File: config.mk
export PLATFORM = sky130hd
export DESIGN_NAME = uart_status_tx
export DESIGN_NICKNAME = d
export VERILOG_FILES = /design/src/rtl/uart_status_tx.sv
export SDC_FILE = /design/constraint.sdc
export NUM_CORES = 1
export LEC_CHECK = 0
export BUFFER_PORTS_ARGS = -buffer_cell sky130_fd_sc_hd__buf_2
export CAP_MARGIN = 20
export CORE_ASPECT_RATIO = 0.75
export CORE_MARGIN = 5
export CORE_UTILIZATION = 54
export DETAILED_ROUTE_END_ITERATION = 16
export GPL_TIMING_DRIVEN = 0
export PLACE_DENSITY_LB_ADDON = 0.15
export SLEW_MARGIN = 20
export SYNTH_ARGS = -nofsm -noshare
export SYNTH_HDL_FRONTEND = slang
export SYNTH_SLANG_ARGS = --single-unit
File: constraint.sdc
create_clock -name clock -period 1.9 [get_ports clock]
set_clock_uncertainty 0.15 [all_clocks]
set_input_delay 0.38 -clock clock [delete_from_list [all_inputs] [get_ports clock]]
set_output_delay 0.38 -clock clock [all_outputs]
set_load 0.03 [all_outputs]
File: src/rtl/uart_status_tx.sv
// ---------------------------------------------------------------------------
// uart_status_tx
//
// Serialises the game status bus into 4-byte UART packets for the host
// display. A packet goes out whenever the status word differs from the last
// one sent, or when the host logic pulses `enviar`.
//
// Packet layout (each byte LSB first, framed 8N1, or 8E1 when parity is on):
//   B0 = HEADER
//   B1 = {macro, micro}
//   B2 = {estado, resultado_macro, resultado_jogo}
//   B3 = B1 ^ B2
//
// Build option:
//   UART_STATUS_PARITY_EN  when defined, adds an even-parity bit after the
//                          data bits of every byte (8E1). The port list does
//                          not change.
//
// Parameters:
//   CLKS_PER_BIT  clock cycles per UART bit (>= 2)
//   HEADER        first byte of every packet
//
// Ports:
//   clock            in  system clock, rising edge
//   reset            in  asynchronous, active-high reset
//   macro            in  [3:0] current macro board index
//   micro            in  [3:0] current micro cell index
//   estado           in  [3:0] control-unit state code
//   resultado_macro  in  [1:0] result of current macro board
//   resultado_jogo   in  [1:0] overall game result
//   enviar           in  single-cycle request to send even if unchanged
//   tx               out UART serial line, idle high
//   ocupado          out high while a packet is in flight
//   pacote_enviado   out one-cycle pulse after the last stop bit
// ---------------------------------------------------------------------------
module uart_status_tx #(
  parameter int unsigned CLKS_PER_BIT = 434,
  parameter logic [7:0]  HEADER       = 8'hA5
) (
  input  logic       clock,
  input  logic       reset,
  input  logic [3:0] macro,
  input  logic [3:0] micro,
  input  logic [3:0] estado,
  input  logic [1:0] resultado_macro,
  input  logic [1:0] resultado_jogo,
  input  logic       enviar,
  output logic       tx,
  output logic       ocupado,
  output logic       pacote_enviado
);

  localparam int unsigned BAUD_W = $clog2(CLKS_PER_BIT);
  localparam logic [BAUD_W-1:0] BAUD_LAST = BAUD_W'(CLKS_PER_BIT - 1);

`ifdef UART_STATUS_PARITY_EN
  typedef enum logic [2:0] {
    OCIOSO, CARREGA, START, DADOS, PARIDADE, PARADA
  } fsm_t;
`else
  typedef enum logic [2:0] {
    OCIOSO, CARREGA, START, DADOS, PARADA
  } fsm_t;
`endif

  // Control state
  fsm_t              fsm_q;
  logic [BAUD_W-1:0] baud_q;
  logic [2:0]        bit_q;
  logic [1:0]        byte_q;
  logic [15:0]       ultimo_q;
  logic              pendente_q;
  logic              tx_q;
  logic              ocupado_q;
  logic              enviado_q;

  // Frame data, captured once per packet
  logic [15:0]       snapshot_q;

  // Combinational helpers
  logic [15:0]       status_w;
  logic [BAUD_W-1:0] baud_d;
  logic              baud_fim;
  logic              dispara;
  logic [2:0]        bit_d;
  logic [7:0]        byte_atual;

  assign status_w = {macro, micro, estado, resultado_macro, resultado_jogo};

  // The baud counter runs in every bit-holding state and wraps on the last
  // cycle of a bit; that wrap is the only event that advances the FSM.
  assign baud_fim = (baud_q == BAUD_LAST);
  assign baud_d   = baud_fim ? '0 : baud_q + 1'b1;
  assign bit_d    = bit_q + 3'd1;

  // A pending request or a status change seen while busy both fold into the
  // same trigger, so any number of them during one packet yields one more.
  assign dispara = (status_w != ultimo_q) | enviar | pendente_q;

  // Byte currently on the wire, always derived from the snapshot so that
  // input activity mid-packet cannot tear the frame.
  always_comb begin
    byte_atual = HEADER;
    case (byte_q)
      2'd0:    byte_atual = HEADER;
      2'd1:    byte_atual = snapshot_q[15:8];
      2'd2:    byte_atual = snapshot_q[7:0];
      default: byte_atual = snapshot_q[15:8] ^ snapshot_q[7:0];
    endcase
  end

  // Snapshot register: loaded during CARREGA, holds for the whole packet.
  always_ff @(posedge clock) begin
    if (fsm_q == CARREGA) begin
      snapshot_q <= status_w;
    end
  end

  // Transmitter FSM with registered outputs.
  always_ff @(posedge clock or posedge reset) begin
    if (reset) begin
      fsm_q      <= OCIOSO;
      baud_q     <= '0;
      bit_q      <= '0;
      byte_q     <= '0;
      ultimo_q   <= 16'hFFFF;
      pendente_q <= 1'b0;
      tx_q       <= 1'b1;
      ocupado_q  <= 1'b0;
      enviado_q  <= 1'b0;
    end else begin
      enviado_q <= 1'b0;

      // Requests arriving while busy are remembered; CARREGA below clears
      // them, since the snapshot taken there already satisfies them.
      if (enviar && ocupado_q) begin
        pendente_q <= 1'b1;
      end

      case (fsm_q)
        OCIOSO: begin
          if (dispara) begin
            fsm_q     <= CARREGA;
            ocupado_q <= 1'b1;
          end
        end

        CARREGA: begin
          ultimo_q   <= status_w;
          pendente_q <= 1'b0;
          byte_q     <= '0;
          bit_q      <= '0;
          baud_q     <= '0;
          tx_q       <= 1'b0;
          fsm_q      <= START;
        end

        START: begin
          baud_q <= baud_d;
          if (baud_fim) begin
            bit_q <= '0;
            tx_q  <= byte_atual[0];
            fsm_q <= DADOS;
          end
        end

        DADOS: begin
          baud_q <= baud_d;
          if (baud_fim) begin
            if (bit_q == 3'd7) begin
`ifdef UART_STATUS_PARITY_EN
              tx_q  <= ^byte_atual;
              fsm_q <= PARIDADE;
`else
              tx_q  <= 1'b1;
              fsm_q <= PARADA;
`endif
            end else begin
              bit_q <= bit_d;
              tx_q  <= byte_atual[bit_d];
            end
          end
        end

`ifdef UART_STATUS_PARITY_EN
        PARIDADE: begin
          baud_q <= baud_d;
          if (baud_fim) begin
            tx_q  <= 1'b1;
            fsm_q <= PARADA;
          end
        end
`endif

        PARADA: begin
          baud_q <= baud_d;
          if (baud_fim) begin
            if (byte_q == 2'd3) begin
              fsm_q     <= OCIOSO;
              ocupado_q <= 1'b0;
              enviado_q <= 1'b1;
            end else begin
              byte_q <= byte_q + 2'd1;
              tx_q   <= 1'b0;
              fsm_q  <= START;
            end
          end
        end

        default: begin
          fsm_q     <= OCIOSO;
          ocupado_q <= 1'b0;
          tx_q      <= 1'b1;
        end
      endcase
    end
  end

  assign tx             = tx_q;
  assign ocupado        = ocupado_q;
  assign pacote_enviado = enviado_q;

endmodule
==> results of run 1 <==
==> metal layers <==
metal / track usage [%] / up-vias / wire length, um
li1: - / 995 / -
met5: 0 / - / 0
met3: 4.12 / 7 / 303
met2: 25.9 / 47 / 2540
met1: 27.7 / 981 / 2930
met4: 4.97 / 0 / 62
==> power groups by stage <==
| stage | Sequential, W | Clock (W) | Combinational, W |
|---|---|---|---|
| 2_1_floorplan | 0.00125 | 0 | 0.0000642 |
| 3_3_place_gp | 0.00125 | 0 | 0.000105 |
| 3_5_place_dp | 0.00125 | 0 | 0.000115 |
| 4_1_cts | 0.00123 | 0.000659 | 0.000126 |
| 5_1_grt | 0.00123 | 0.000715 | 0.000142 |
| 6_report | 0.00123 | 0.000642 | 0.000126 |
==> synth_stat cells, types with 2 or more instances <==
cell        n  share of area [%]
nand2_1    17                2.3
o21ai_1    11                1.9
nor2b_1    12                2.7
buf_2       2               0.35
inv_1       8                1.1
nor3_1      3               0.53
ha_1        8                3.5
and3_1      3               0.66
nor2_4      2               0.80
a311oi_1    2               0.62
a211oi_1    2               0.53
o211ai_1    2               0.53
mux2_2     17                6.8
a22o_1      2               0.62
nand2b_1    6                1.3
buf_6       3                1.2
o31ai_1     4                1.1
edfxtp_1   16                 17
nor4_1      4               0.88
a21oi_1     7                1.2
nand3_1     7                1.2
buf_4       2               0.53
clkbuf_1    3               0.40
nor2_1      5               0.66
and3_2      2               0.53
xnor2_1     3               0.93
dfrtp_1    20                 18
dfstp_2    17                 16
o2111ai_1   2               0.62
a32o_1      2               0.71
o22ai_1     3               0.66
xor2_1     18                5.6
o21ai_0    13                2.3
==> stage by stage <==
stage | util (%) | power, W | setup TNS [ns] | hold WS, ns
6_report | 68.6 | 0.00200 | -0.176 | 0.125
5_1_grt | 68.6 | 0.00209 | -0.873 | 0.113
4_1_cts | 67.4 | 0.00201 | -0.131 | 0.117
3_5_place_dp | 61.3 | 0.00137 | -2.40 | 0.262
3_3_place_gp | 60.7 | 0.00135 | -2.65 | 0.327
2_1_floorplan | - | 0.00131 | -0.0513 | 0.298
==> what timing repair did <==
action	CTS	global route
hold endpoints to repair	2	0
resized for setup	23	20
setup endpoints to repair	28	48
cloned	0	1
pin swaps	13	11
hold buffers	1	0
buffers inserted	10	2
==> worst paths after layout <==
kind | from | end | slack, ns | cells past startpoint
min in group asynchronous | reset | baud_q[0] | 0.46 | 3
hold / removal | macro[3] | snapshot_q[15] | 0.12 | 1
setup / recovery | byte_q[0] | tx | -0.04 | 7
hold reg to reg | baud_q[8] | baud_q[8] | 0.36 | 1
setup reg to reg | byte_q[0] | tx | -0.04 | 7
max in group asynchronous | reset | tx | 0.62 | 4
==> worst register-to-register path, stage by stage, from the launching register on <==
cell      delay [ns]
dfrtp_1         0.43
buf_4           0.16
ha_4            0.18
a221oi_2        0.24
mux2i_1         0.15
o311a_1         0.31
a21oi_1         0.12
nand3_1         0.12
==> final cells by class <==
class,instances,share of cell area (%)
sequential,53,41.7
clock inverter,3,0.585
inverter,8,0.878
buffer,10,2.78
multi-input combinational,177,41.9
timing repair buffer,36,7.50
clock buffer,5,2.01
tap,72,2.63
==> sequential cells by signal, summed over array words and instances (netlist names) <==
| register | count |
|---|---|
| fsm_q | 3 |
| byte_q | 2 |
| snapshot_q | 16 |
| bit_q | 3 |
| ocupado | 1 |
| pacote_enviado | 1 |
| baud_q | 9 |
| ultimo_q | 16 |
| pendente_q | 1 |
| tx | 1 |
==> kinds of logic (layout without fill, tap and decap cells) <==
family	count (synthesis)	in the layout
and+or+nand+nor	70	70
AOI/OAI and AO/OA	59	59
DFF	53	53
xor gates and xnor gates	21	21
muxes	19	19
buffers and inverters	18	62
adders and majority gates	8	8
==> run summary, run 1 <==
status - complete, but fails checks
failing checks - setup timing
Logic pwr share - 6.3%
initial core utilization - 56.8%
Top-Level Pins - 22
Max-Cap Viols - 0
Req. time, crit path - 1.97 ns
CP Max Fanout - 6
Post-Syn Area per Cell - 11.4 um^2
Setup crit end kind - register
IO Port Bufs - 21
Clk pwr share - 32.1%
vias post-DR - 2,030
number of synthesized flops with an enable pin - 16
vias in the first global route - 1,913
final wirelength - 5.84 mm
Initial DRC Count - 211
Inserted Diodes - 0
clk_lat worst skew - 0.31 ns
Crit Path Class - reg2reg
Post-Synth Adder-Cell Area - 3.54%
Max stage delay on crit path - 0.43 ns
DRT Pass-1 Iters - 4
Max Clk Rate - 514 MHz
root buf cell - clkbuf_8
top_reg_cell synth - dfrtp_1
register area - 0.00143 mm^2
largest net degree at the start of global routing - 26
area used by multi-input combinational logic - 0.00143 mm^2
CTS Sinks - 53
pre-CTS setup slack - -0.209 ns
period utilization - 102%
net count after synthesis - 275
CP bufs+invs - 1
Max VDD drop - 0.445 mV
Avg WL per Cell - 16.0 um
simple-gate portion of the synthesized area - 14.3%
post-synth cell types - 53
die area - 0.00680 mm^2
Sw Ratio - 23.2%
post-synthesis mux area share - 7.65%
RD Place Congestion - 0.851
Congestion Overflow GR - 0
dpl cell area - 0.00305 mm^2
Async S/R FF share, synth - 69.8%
Syn Std Cell Area - 0.00283 mm^2
minimum clock period - 1.94 ns
Tightest Pin Transition - 0.438 ns
number of instances in the placed design - 342
Die Width - 93.6 um
fin cells - 364
leakage dissipation - 1.34 nW
Slew Viols, Final - 0
GRT Util Overall - 18.1%
switching pwr - 0.000464 W
hpwl dp - 4.02 mm
area grow syn2layout - 20.9%
fill cell count - 353
clock buffer depth - 2
worst min path class - in2reg
Seq/Total Area, Yosys - 50.5%
Startpoint Class - register
slew margin rel. - 70.7%
most frequent cells in the layout - buf_2 (21), dfrtp_1 (20), nand2_1 (17), xor2_1 (17), dfstp_2 (17)
final instance area - 0.00342 mm^2
most common cell after layout, fill and taps aside - buf_2
internal power - 0.00153 W
DIE HEIGHT - 72.7 um
Setup WS post-layout - -0.0437 ns
slowest CP cell - dfrtp_1
final setup fails - 6
CTS buffer count - 5
Final Hold Viols - 0
Post-Synthesis Cells - 248
initial antenna violation count - 0
FP Rows - 22
power per cell area - 584 mW/mm^2
post-synthesis compound-gate area fraction - 13.9%
#FFs+latches synth - 53
Via density - 5.58
post-synthesis xor/xnor area fraction - 6.50%
largest family of logic cells by synthesized area - simple AND/OR/NAND/NOR gates
first-pass GRT wire length - 9.56 mm
Worst path top cell family by delay - compound AO/OA/AOI/OAI gates
critical-path cell list - buf_4 > ha_4 > a221oi_2 > mux2i_1 > o311a_1 > a21oi_1 > nand3_1
RSZ-0062 raised after global routing - true
DRT antenna net count - 0
Syn. warnings - 0
Residual DRC - 0
layout cell share with drive strength beyond 1 - 40.1%
sequential fraction of design power - 61.6%
CP Data Arrival Time - 2.02 ns
Clk pin slew, worst setup/hold paths - 0.10 ns
CTS tree - yes
nets - 318
H-tree depth - 2
core area - 0.00498 mm^2
No activity file was read; power rests on OpenSTA's default activity.
==> run 2: changes to the inputs <==
--- a/config.mk
+++ b/config.mk
@@ -11,8 +11,7 @@
 export CORE_MARGIN = 5
 export CORE_UTILIZATION = 54
 export DETAILED_ROUTE_END_ITERATION = 16
-export GPL_TIMING_DRIVEN = 0
-export PLACE_DENSITY_LB_ADDON = 0.15
+export PLACE_DENSITY = 0.76
 export SLEW_MARGIN = 20
 export SYNTH_ARGS = -nofsm -noshare
 export SYNTH_HDL_FRONTEND = slang
==> run summary, run 2 (synthesis gave the netlist of run 1 again) <==
status - complete, but fails checks
failing checks - setup timing
leakage dissipation - 1.43 nW
Clk pin slew, worst setup/hold paths - 0.09 ns
Layout Utilization - 71.1%
Pwr Total - 0.00207 W
CTS tree - yes
Final Hold Viols - 0
switching pwr - 0.000451 W
clk_lat worst skew - 0.30 ns
final instance area - 0.00354 mm^2
CP bufs+invs - 1
initial antenna violation count - 0
Sw Ratio - 21.8%
clock buffer depth - 2
Slew Viols, Final - 0
Critical Path End - fsm_q[0]
Max stage delay on crit path - 0.55 ns
minimum clock period - 1.94 ns
first-pass GRT wire length - 10.2 mm
dpl cell area - 0.00325 mm^2
CTS Sinks - 53
Max Clk Rate - 514 MHz
DRT Pass-1 Iters - 4
RD Place Congestion - 0.897
Via density - 5.75
Startpoint Class - register
cts hold-fix bufs - 0
Logic pwr share - 7.2%
Congestion Overflow GR - 0
Initial DRC Count - 208
sequential fraction of design power - 59.5%
Die Width - 93.6 um
final wirelength - 6.30 mm
Max VDD drop - 0.347 mV
Avg WL per Cell - 16.5 um
period utilization - 102%
nets - 336
Tightest Pin Transition - 0.476 ns
Levels on crit path - 6
hpwl dp - 4.38 mm
Worst R2R Start - ultimo_q[13]
Residual DRC - 0
power per cell area - 583 mW/mm^2
core area - 0.00498 mm^2
FP Rows - 22
Inserted Diodes - 0
Max-Cap Viols - 0
most common cell after layout, fill and taps aside - buf_4
GRT Util Overall - 19.0%
RSZ-0062 raised after global routing - true
CP Max Fanout - 2
final setup fails - 5
CP Data Arrival Time - 1.99 ns
layout cell share with drive strength beyond 1 - 44.2%
vias post-DR - 2,195
slowest CP cell - dfstp_2
R2R depth - 6
IO Port Bufs - 21
DIE HEIGHT - 72.7 um
internal power - 0.00162 W
Top-Level Pins - 22
Setup crit end kind - register
Crit Path Class - reg2reg
Clk pwr share - 33.4%
DRT antenna net count - 0
slew margin rel. - 68.2%
top flop regs - snapshot_q: 16 flops, ultimo_q: 16 flops, baud_q: 9 flops
initial core utilization - 56.8%
Setup WS post-layout - -0.0437 ns
Setup crit start - ultimo_q[13]
vias in the first global route - 2,126
Worst path top cell family by delay - flip-flops
area grow syn2layout - 25.4%
Sum Neg Setup Slack - -0.148 ns
largest net degree at the start of global routing - 38
worst r2r dst - fsm_q[0]
H-tree depth - 2
root buf cell - clkbuf_8
die area - 0.00680 mm^2
worst min path class - in2async
CTS buffer count - 5
critical-path cell list - xor2_1 > nor4_1 > buf_4 > nand3_4 > o21ai_2 > mux2_4
reg-to-reg slack, setup - -0.04 ns
Req. time, crit path - 1.94 ns
most frequent cells in the layout - buf_4 (37), buf_2 (22), dfrtp_1 (20)
run 2: cell types whose count changed in the layout (fill, tap and decap cells not counted), sizes merged:
cell and change:
inv -1, buf +23, clkbuf -2, dlygate4sd3 -1, clkinvlp -1
run 2: timing repair:
item,in CTS,in global routing
gates cloned,0,1
setup endpoints to repair,7,13
buffers inserted,1,3
pin swaps,10,6
gates resized for setup,13,22
run 2: area by class of cell:
type / instances / area (um^2)
sequential: 53 / 1430
clock inverter: 1 / 5.00
inverter: 8 / 30.0
tap: 72 / 90.1
multi-input combinational: 177 / 1440
clock buffer: 7 / 96.3
timing repair buffer: 64 / 453
fill: 349 / 1440
run 2: per-stage QoR:
step	setup slack [ns]	instances	hold slack [ns]
after CTS	-0.0409	378	0.0479
after global placement	-0.0981	369	0.331
after global routing	-0.162	382	0.0886
final	-0.0437	382	0.0254
after floorplan	-0.0347	248	0.298
after detailed placement	-0.113	369	0.341
run 2: power groups by stage:
stage / logic (W) / clock network (W) / registers (W)
6_report: 0.000148 / 0.000689 / 0.00123
5_1_grt: 0.000167 / 0.000766 / 0.00123
4_1_cts: 0.000144 / 0.000702 / 0.00123
3_5_place_dp: 0.000137 / 0 / 0.00125
3_3_place_gp: 0.000131 / 0 / 0.00125
2_1_floorplan: 0.0000642 / 0 / 0.00125
run 2: how the worst min path moves through the flow:
stage	to	slack (ns)	cells after the start
floorplan	baud_q[8]	0.30	1
global placement	bit_q[2]	0.33	1
detailed placement	bit_q[2]	0.34	1
CTS	baud_q[1]	0.05	3
global route	baud_q[1]	0.09	3
finish	baud_q[1]	0.03	3
run 2: worst min-delay path: stages:
cell,delay [ns]
buf_2,0.09
inv_1,0.04
buf_4,0.41
run 2: per-layer routing:
layer | up-vias | routed length (um) | track usage [%]
met1 | 1078 | 2970 | 27.0
met4 | 0 | 95 | 4.49
li1 | 1023 | - | -
met3 | 12 | 344 | 4.02
met5 | - | 0 | 0
met2 | 82 | 2890 | 30.1
==> run 3: changes to the inputs <==
--- a/config.mk
+++ b/config.mk
@@ -11,7 +11,7 @@
 export CORE_MARGIN = 5
 export CORE_UTILIZATION = 54
 export DETAILED_ROUTE_END_ITERATION = 16
-export PLACE_DENSITY = 0.76
+export PLACE_DENSITY = 0.88
 export SLEW_MARGIN = 20
 export SYNTH_ARGS = -nofsm -noshare
 export SYNTH_HDL_FRONTEND = slang
==> run summary, run 3 (synthesis gave the netlist of run 1 again) <==
status - complete, but fails checks
failing checks - setup timing
RSZ-0062 raised after global routing - true
initial antenna violation count - 0
Initial DRC Count - 314
final setup fails - 4
DRT antenna net count - 0
clock buffer depth - 2
final instance area - 0.00354 mm^2
minimum clock period - 1.98 ns
Req. time, crit path - 1.98 ns
Setup crit end kind - register
hold_ws - 0.0103 ns
Startpoint Class - register
H-tree depth - 2
Die Width - 93.6 um
Crit Path Class - reg2reg
vias in the first global route - 2,078
CP Max Fanout - 3
cts hold-fix bufs - 0
Max VDD drop - 0.531 mV
die area - 0.00680 mm^2
Tightest Pin Transition - 0.500 ns
RD Place Congestion - 0.903
most frequent cells in the layout - buf_4 (38), buf_2 (21), dfrtp_1 (19)
layout cell share with drive strength beyond 1 - 44.3%
Inserted Diodes - 0
most common cell after layout, fill and taps aside - buf_4
WL met1 - 2.88 mm
leakage dissipation - 1.41 nW
area used by multi-input combinational logic - 0.00145 mm^2
largest net degree at the start of global routing - 38
Top-Level Pins - 22
met2 WL - 3.31 mm
Congestion Overflow GR - 0
Layout Utilization - 71.0%
Avg WL per Cell - 17.7 um
GRT Util Overall - 18.7%
root buf cell - clkbuf_8
clk_lat worst skew - 0.32 ns
nets - 335
Slew Viols, Final - 0
top flop regs - snapshot_q: 16 flops, ultimo_q: 16 flops, baud_q: 9 flops
period utilization - 104%
worst min path class - in2async
Sum Neg Setup Slack - -0.212 ns
DR WL met3 - 371 um
CTS buffer count - 5
final wirelength - 6.73 mm
register area - 0.00143 mm^2
power per cell area - 579 mW/mm^2
area grow syn2layout - 25.1%
fill cell count - 326
IO Port Bufs - 21
CP Data Arrival Time - 2.06 ns
DRT Pass-1 Iters - 5
highest metal used - met4
FP Rows - 22
Clk pin slew, worst setup/hold paths - 0.10 ns
Residual DRC - 0
CTS tree - yes
core area - 0.00498 mm^2
CTS Sinks - 53
Final Hold Viols - 0
DIE HEIGHT - 72.7 um
Max-Cap Viols - 0
Max Clk Rate - 506 MHz
Setup WS post-layout - -0.0775 ns
vias post-DR - 2,274
Via density - 5.97
dpl cell area - 0.00325 mm^2
initial core utilization - 56.8%
hpwl dp - 4.30 mm
first-pass GRT wire length - 10.0 mm
slew margin rel. - 66.4%
## run 3: changes by cell type in the layout (fill, tap and decap cells not counted), sizes merged
| cell | previous run | this run |
|---|---|---|
| clkinv | 1 | 0 |
| clkinvlp | 0 | 2 |
| buf | 64 | 63 |
| inv | 8 | 9 |
| clkbuf | 7 | 5 |
## run 3: repair_timing
| action | CTS | global route |
|---|---|---|
| setup buffers | 1 | 3 |
| resized for setup | 11 | 23 |
| gates cloned | 0 | 1 |
| endpoints found under the setup margin | 15 | 32 |
| pin swaps | 8 | 11 |
## run 3: final timing paths
check | depth (start not counted) | endpoint | startpoint | slack (ns)
setup / recovery | 7 | tx | byte_q[0] | -0.08
hold / removal | 3 | baud_q[1] | reset | 0.01
setup reg to reg | 7 | tx | byte_q[0] | -0.08
hold reg to reg | 1 | baud_q[8] | baud_q[8] | 0.36
max in group asynchronous | 3 | tx | reset | 1.23
min in group clock | 1 | snapshot_q[13] | macro[1] | 0.12
## run 3: power breakdown
part           switching [W]  leakage, nW  total (W)  internal (W)
logic              0.0000751        0.807   0.000145     0.0000697
registers          0.0000183        0.561    0.00123       0.00121
clock network       0.000406       0.0423   0.000674      0.000269
total               0.000499         1.41    0.00205       0.00155
## run 3: metrics by stage
step	worst slack [ns]	std cells	power, W
3_3_place_gp	-0.0803	369	0.00137
4_1_cts	-0.0486	377	0.00205
2_1_floorplan	-0.0347	248	0.00131
5_1_grt	-0.169	381	0.00213
6_report	-0.0775	381	0.00205
3_5_place_dp	-0.143	369	0.00138
## run 3: per-layer routing
metal	track usage (%)	vias to the layer above
li1	-	1030
met1	25.6	1120
met2	30.0	106
met3	2.89	18
met4	7.69	0
met5	0	-
## run 3: cell type report
class / count / share of cell area (%)
inverter: 8 / 0.849
tap: 72 / 2.55
timing repair buffer: 63 / 12.6
clock buffer: 5 / 1.95
multi-input combinational: 177 / 41.0
clock inverter: 3 / 0.743
sequential: 53 / 40.4
## run 3: critical path, stage by stage, from the launching register on
cell and delay, ns:
dfrtp_1 0.41, inv_1 0.12, ha_1 0.27, or3_1 0.41
o22ai_2 0.21, a311oi_1 0.06, o21ai_0 0.16, nand3_1 0.10
